File: config.mk
export PLATFORM = sky130hd
export DESIGN_NAME = cpa_chunk_sequencer
export DESIGN_NICKNAME = d
export VERILOG_FILES = /design/src/rtl/cpa_chunk_sequencer_pkg.sv /design/src/rtl/cpa_chunk_sequencer_prefix_cpa_cin.sv /design/src/rtl/cpa_chunk_sequencer.sv
export SDC_FILE = /design/constraint.sdc
export NUM_CORES = 1
export LEC_CHECK = 0
export ABC_AREA = 1
export BUFFER_PORTS_ARGS = -buffer_cell sky130_fd_sc_hd__buf_2
export CORE_MARGIN = 1.5
export CORE_UTILIZATION = 55
export DETAILED_ROUTE_END_ITERATION = 12
export GPL_TIMING_DRIVEN = 0
export PLACE_DENSITY = 0.8
export SLEW_MARGIN = 15
export SYNTH_ARGS = -nofsm -noshare
export SYNTH_HDL_FRONTEND = slang
export SYNTH_SLANG_ARGS = --single-unit
File: constraint.sdc
create_clock -name clk -period 3.6 [get_ports clk]
set_input_delay 0.72 -clock clk [delete_from_list [all_inputs] [get_ports clk]]
set_output_delay 0.72 -clock clk [all_outputs]
set_load 0.01 [all_outputs]
File: src/rtl/cpa_chunk_sequencer_pkg.sv
// rtl/cpa_chunk_sequencer_pkg.sv - shared state type and default sizes for the chunked CPA
package cpa_chunk_sequencer_pkg;

  localparam int DEF_WIDTH = 24;
  localparam int DEF_CHUNK = 6;

  typedef enum logic [1:0] {
    ST_IDLE = 2'd0,
    ST_RUN  = 2'd1,
    ST_DONE = 2'd2
  } state_t;

  // Chunk counter width; a single-chunk build still needs one bit.
  function automatic int cnt_width(input int nchunk);
    return (nchunk > 1) ? $clog2(nchunk) : 1;
  endfunction

endpackage

File: src/rtl/cpa_chunk_sequencer_prefix_cpa_cin.sv
// rtl/cpa_chunk_sequencer_prefix_cpa_cin.sv - combinational Sklansky prefix adder with carry-in
module prefix_cpa_cin #(
  parameter int CHUNK = 6
) (
  input  logic [CHUNK-1:0] a,
  input  logic [CHUNK-1:0] b,
  input  logic             cin,
  output logic [CHUNK-1:0] sum,
  output logic             cout
);

  localparam int LV = (CHUNK > 1) ? $clog2(CHUNK) : 0;

  logic [CHUNK-1:0] prop;
  logic [CHUNK-1:0] gc, pc, gn, pn, cv;

  assign prop = a ^ b;

  always_comb begin
    gn = '0;
    pn = '0;
    cv = '0;
    gc = a & b;
    pc = prop;
    // Fold the carry-in into bit 0 so the prefix tree yields carries directly.
    gc[0] = gc[0] | (pc[0] & cin);
    for (int l = 0; l < LV; l++) begin
      gn = gc;
      pn = pc;
      for (int i = 0; i < CHUNK; i++) begin
        if (((i >> l) & 1) == 1) begin
          gn[i] = gc[i] | (pc[i] & gc[((i >> l) << l) - 1]);
          pn[i] = pc[i] & pc[((i >> l) << l) - 1];
        end
      end
      gc = gn;
      pc = pn;
    end
    cv[0] = cin;
    for (int i = 1; i < CHUNK; i++) cv[i] = gc[i-1];
  end

  assign sum  = prop ^ cv;
  assign cout = gc[CHUNK-1];

endmodule

File: src/rtl/cpa_chunk_sequencer.sv
// rtl/cpa_chunk_sequencer.sv - multi-cycle adder running one shared CHUNK-bit CPA LSB chunk first
module cpa_chunk_sequencer
  import cpa_chunk_sequencer_pkg::*;
#(
  parameter int WIDTH = DEF_WIDTH,
  parameter int CHUNK = DEF_CHUNK
) (
  input  logic             clk,
  input  logic             rst,
  input  logic             in_valid,
  output logic             in_ready,
  input  logic [WIDTH-1:0] in_a,
  input  logic [WIDTH-1:0] in_b,
  input  logic             in_cin,
  input  logic             abort,
  output logic             out_valid,
  input  logic             out_ready,
  output logic [WIDTH-1:0] out_sum,
  output logic             out_cout,
  output logic             busy
);

  localparam int NCHUNK = WIDTH / CHUNK;
  localparam int CW     = cnt_width(NCHUNK);

  if ((CHUNK < 1) || (WIDTH % CHUNK != 0) || (NCHUNK < 1)) begin : g_bad_params
    $error("cpa_chunk_sequencer: WIDTH must be a positive multiple of CHUNK");
  end

  state_t           state;
  logic [CW-1:0]    count;
  logic             carry;
  logic [WIDTH-1:0] a_sh, b_sh, sum_sh, sum_r;
  logic             cout_r;
  logic [CHUNK-1:0] chunk_sum;
  logic             chunk_cout;
  logic             accept;
  logic [WIDTH+CHUNK-1:0] sum_cat;
  logic [WIDTH-1:0] sum_next;

  prefix_cpa_cin #(.CHUNK(CHUNK)) u_cpa (
    .a    (a_sh[CHUNK-1:0]),
    .b    (b_sh[CHUNK-1:0]),
    .cin  (carry),
    .sum  (chunk_sum),
    .cout (chunk_cout)
  );

  // New chunk enters at the MSB end; after NCHUNK shifts the sum is aligned.
  assign sum_cat  = {chunk_sum, sum_sh};
  assign sum_next = sum_cat[WIDTH+CHUNK-1:CHUNK];

  assign in_ready  = (state == ST_IDLE) || ((state == ST_DONE) && out_ready && !abort);
  assign accept    = in_valid && in_ready;
  assign out_valid = (state == ST_DONE);
  assign busy      = (state != ST_IDLE);
  assign out_sum   = sum_r;
  assign out_cout  = cout_r;

  always_ff @(posedge clk or posedge rst) begin
    if (rst) begin
      state  <= ST_IDLE;
      count  <= '0;
      carry  <= 1'b0;
      a_sh   <= '0;
      b_sh   <= '0;
      sum_sh <= '0;
      sum_r  <= '0;
      cout_r <= 1'b0;
    end else if (accept) begin
      a_sh  <= in_a;
      b_sh  <= in_b;
      carry <= in_cin;
      count <= '0;
      state <= ST_RUN;
    end else begin
      case (state)
        ST_RUN: begin
          if (abort) begin
            state <= ST_IDLE;
          end else begin
            a_sh   <= a_sh >> CHUNK;
            b_sh   <= b_sh >> CHUNK;
            carry  <= chunk_cout;
            sum_sh <= sum_next;
            count  <= count + CW'(1);
            if (count == CW'(NCHUNK - 1)) begin
              sum_r  <= sum_next;
              cout_r <= chunk_cout;
              state  <= ST_DONE;
            end
          end
        end
        ST_DONE: begin
          if (abort || out_ready) state <= ST_IDLE;
        end
        default: state <= ST_IDLE;
      endcase
    end
  end

endmodule

==> impl_metrics.tcl <==
set metrics [dict create \
    max-clock-path-buffers 2 \
    setup_slack_ps 1365 \
    fin_nets 622 \
    antenna_found_initial 0 \
    wirelength_um 9158 \
    detail_route.iter0.violations 121 \
    grt_remaining_overflow 0 \
    multi_input_area_sq_mm 0.001464 \
    area_growth_pct 18.17 \
    dp.cells 647 \
    setup_violations 0 \
    hold_viol 0 \
    syn_nets 529 \
    via_per_inst 5.186 \
    r2r_slack_ps 1370 \
    finClkSkew_ps 16.24 \
    p_sw_uw 1418 \
    clk_pin_slew_worst_paths_ps 100 \
    fmax_ghz 0.4475 \
    syn_area_sq_mm 0.004119 \
    dr.pass1.iters 5 \
    nFillCells 623 \
    switching_share 0.3834 \
    slowest_delay_ps 440 \
    cp.arrival_ps 2480 \
    postCtsHoldBufs 0 \
    final-seq-area_sq_mm 0.002402 \
    tritoncts "done" \
    io_buffers 81 \
    final_antenna_net_count 0 \
    cts-resized-gates 0 \
    synth_top_area_frac 0.5832 \
    clockPowerShare 0.184 \
    placed_area_sq_mm 0.004678 \
    max-cap-violations 0 \
    final_area_sq_mm 0.004867 \
    crit_type "flip-flop to flip-flop" \
    grt_pass1_vias 3329 \
    layout_common_cells "165 x nand2_1, 97 x buf_2, 96 x dfrtp_1, 90 x nand3_1, 32 x o21ai_0" \
    die_x_um 89.54 \
    globalplace.congestion 0.8277 \
    cp_slowest_cell "fa_1" \
    rr_endpoint "sum_sh[22]" \
    insertion_delay_ps 380 \
    min_path_type "input port to asynchronous set/reset pin" \
    combPwrFrac 0.336 \
    cp-start-kind "flip-flop" \
    finalCritPeriodShare 0.6207 \
    synth-seq-area-share 0.5832 \
    peakVddDrop_uv 309.2 \
    htree_levels 3 \
    detail_route.wl_per_cell_um 13.81 \
    core_sq_mm 0.007253 \
    powerDensity_mw_per_mm2 759.9 \
    yosysTopAreaCell "dfrtp_1" \
    final_common_cell "nand2_1" \
    drcViolationCount 0 \
    r2r_start "carry" \
    worstPathMaxFanout 2 \
    rsz0062_at_grt "no" \
    synth_area_leaders "dfrtp_1 58%, nand2_1 15%, nand3_1 11%, o21ai_0 3.9%, inv_1 2.3%" \
    fin_crit_ps 2235 \
    maxSlewViolCount 0 \
    die_area_sq_mm 0.008017 \
    syn_area_per_cell_sq_um 8.839 \
    dp_slack_ps 1366 \
    internal_power_uw 2281 \
    power_leakage_uw 0.002595 \
    cts_setup_buffers 0 \
    layout.cells.non_filler 663 \
    clock_sink_count 96 \
    status "completed" \
    ys_warn_count 0 \
    cts_buffers 9 \
    die-height_um 89.54 \
    endpoint_kind "flip-flop" \
    drive_gt1_frac 0.2199 \
    grt_usage 0.2575 \
    syn_inst 466 \
    vias 3438 \
    start_util 0.5679 \
    synth-seq-cells 96 \
    n_antenna_cell 0 \
    grt_start_max_net_pins 61 \
    r2r_cells 9 \
    tightestPinTransition_ps 512.0 \
    critPathRequiredTime_ps 3840 \
    synth_cell_types 20 \
    slew_headroom 0.6587 \
    grt_pass1_wl_um 15300 \
    ios 82 \
    cts-root-buf "clkbuf_8" \
    rows 31 \
    p_seq_frac 0.480 \
    dp_hpwl_um 6818 \
    path_cells "inv_1, fa_1, fa_1, inv_1, nand3_1, nand2_1, fa_1, inv_1, o21ai_0" \
    setup-tns-final_ps 0 \
]
==> registers in the layout, indices dropped and copies added (netlist names) <==
signal,count
count,2
out_cout,1
sum_sh,18
state,2
a_sh,24
b_sh,24
carry,1
out_sum,24
==> cells by family after synthesis <==
| family | after synthesis | share of synthesized area |
|---|---|---|
| simple gates | 262 | 0.2688 |
| flops | 96 | 0.5832 |
| buf+inv | 58 | 0.06136 |
| compound gates | 39 | 0.04769 |
| fa+ha+maj | 9 | 0.03463 |
| xor+xnor | 2 | 0.004254 |
==> area by class of cell <==
class	count	share of cell area
multi-input cells	312	0.3008
well taps	99	0.02545
repair buffers	82	0.08895
flip-flops and latches	96	0.4936
inverters	30	0.02365
plain buffers	28	0.02879
clock buffers	9	0.02545
clock inverters	7	0.01337
==> power by group through the flow <==
stage / Sequential, uW / Clock (uW) / Combinational, uW
final: 1780 / 681 / 1240
after global placement: 1770 / 0 / 1190
after global routing: 1830 / 732 / 1450
after CTS: 1770 / 690 / 1260
after floorplan: 1770 / 0 / 831
after detailed placement: 1790 / 0 / 1260
==> metal layers <==
metal / track usage / up-vias / share of wire
li1: - / 1687 / -
met1: 0.3229 / 1624 / 0.42
met2: 0.4437 / 113 / 0.50
met3: 0.04894 / 14 / 0.057
met4: 0.09510 / 0 / 0.019
met5: 0 / - / 0
==> per-stage QoR <==
stage                 util  power, uW  hold slack, ps
finish              0.6710       3699           373.0
global route        0.6710       4009           416.5
global placement    0.6408       2962           448.2
CTS                 0.6710       3724           387.6
detailed placement  0.6450       3052           462.6
floorplan                -       2605           449.3
==> synth_stat cells (all sizes together) <==
master	n
clkbuf	10
inv	29
dfrtp	96
clkinv	1
nor2	4
ha	5
a21oi	2
nand3	91
buf	18
o21ai	36
xor2	1
a31oi	1
nand2	167
fa	4
xnor2	1
==> worst max-delay path: cells and delay by family (launching register included) <==
family / cells / cell delay (ps)
AND/OR/NAND/NOR: 2 / 170
buffers and inverters: 3 / 230
flip-flops: 1 / 360
AO/OA/AOI/OAI: 1 / 80
adder cells (fa/ha/maj): 3 / 1280
==> worst max-delay path by stage <==
stage	from	to	depth (start not counted)	slack (ps)
floorplan	rst	a_sh[0]	1	370
global placement	rst	b_sh[14]	2	-640
detailed placement	carry	out_sum[22]	9	1370
CTS	carry	out_sum[22]	9	1360
global route	carry	out_sum[22]	9	1300
finish	carry	sum_sh[22]	9	1370
No activity file was read; power rests on OpenSTA's default activity.
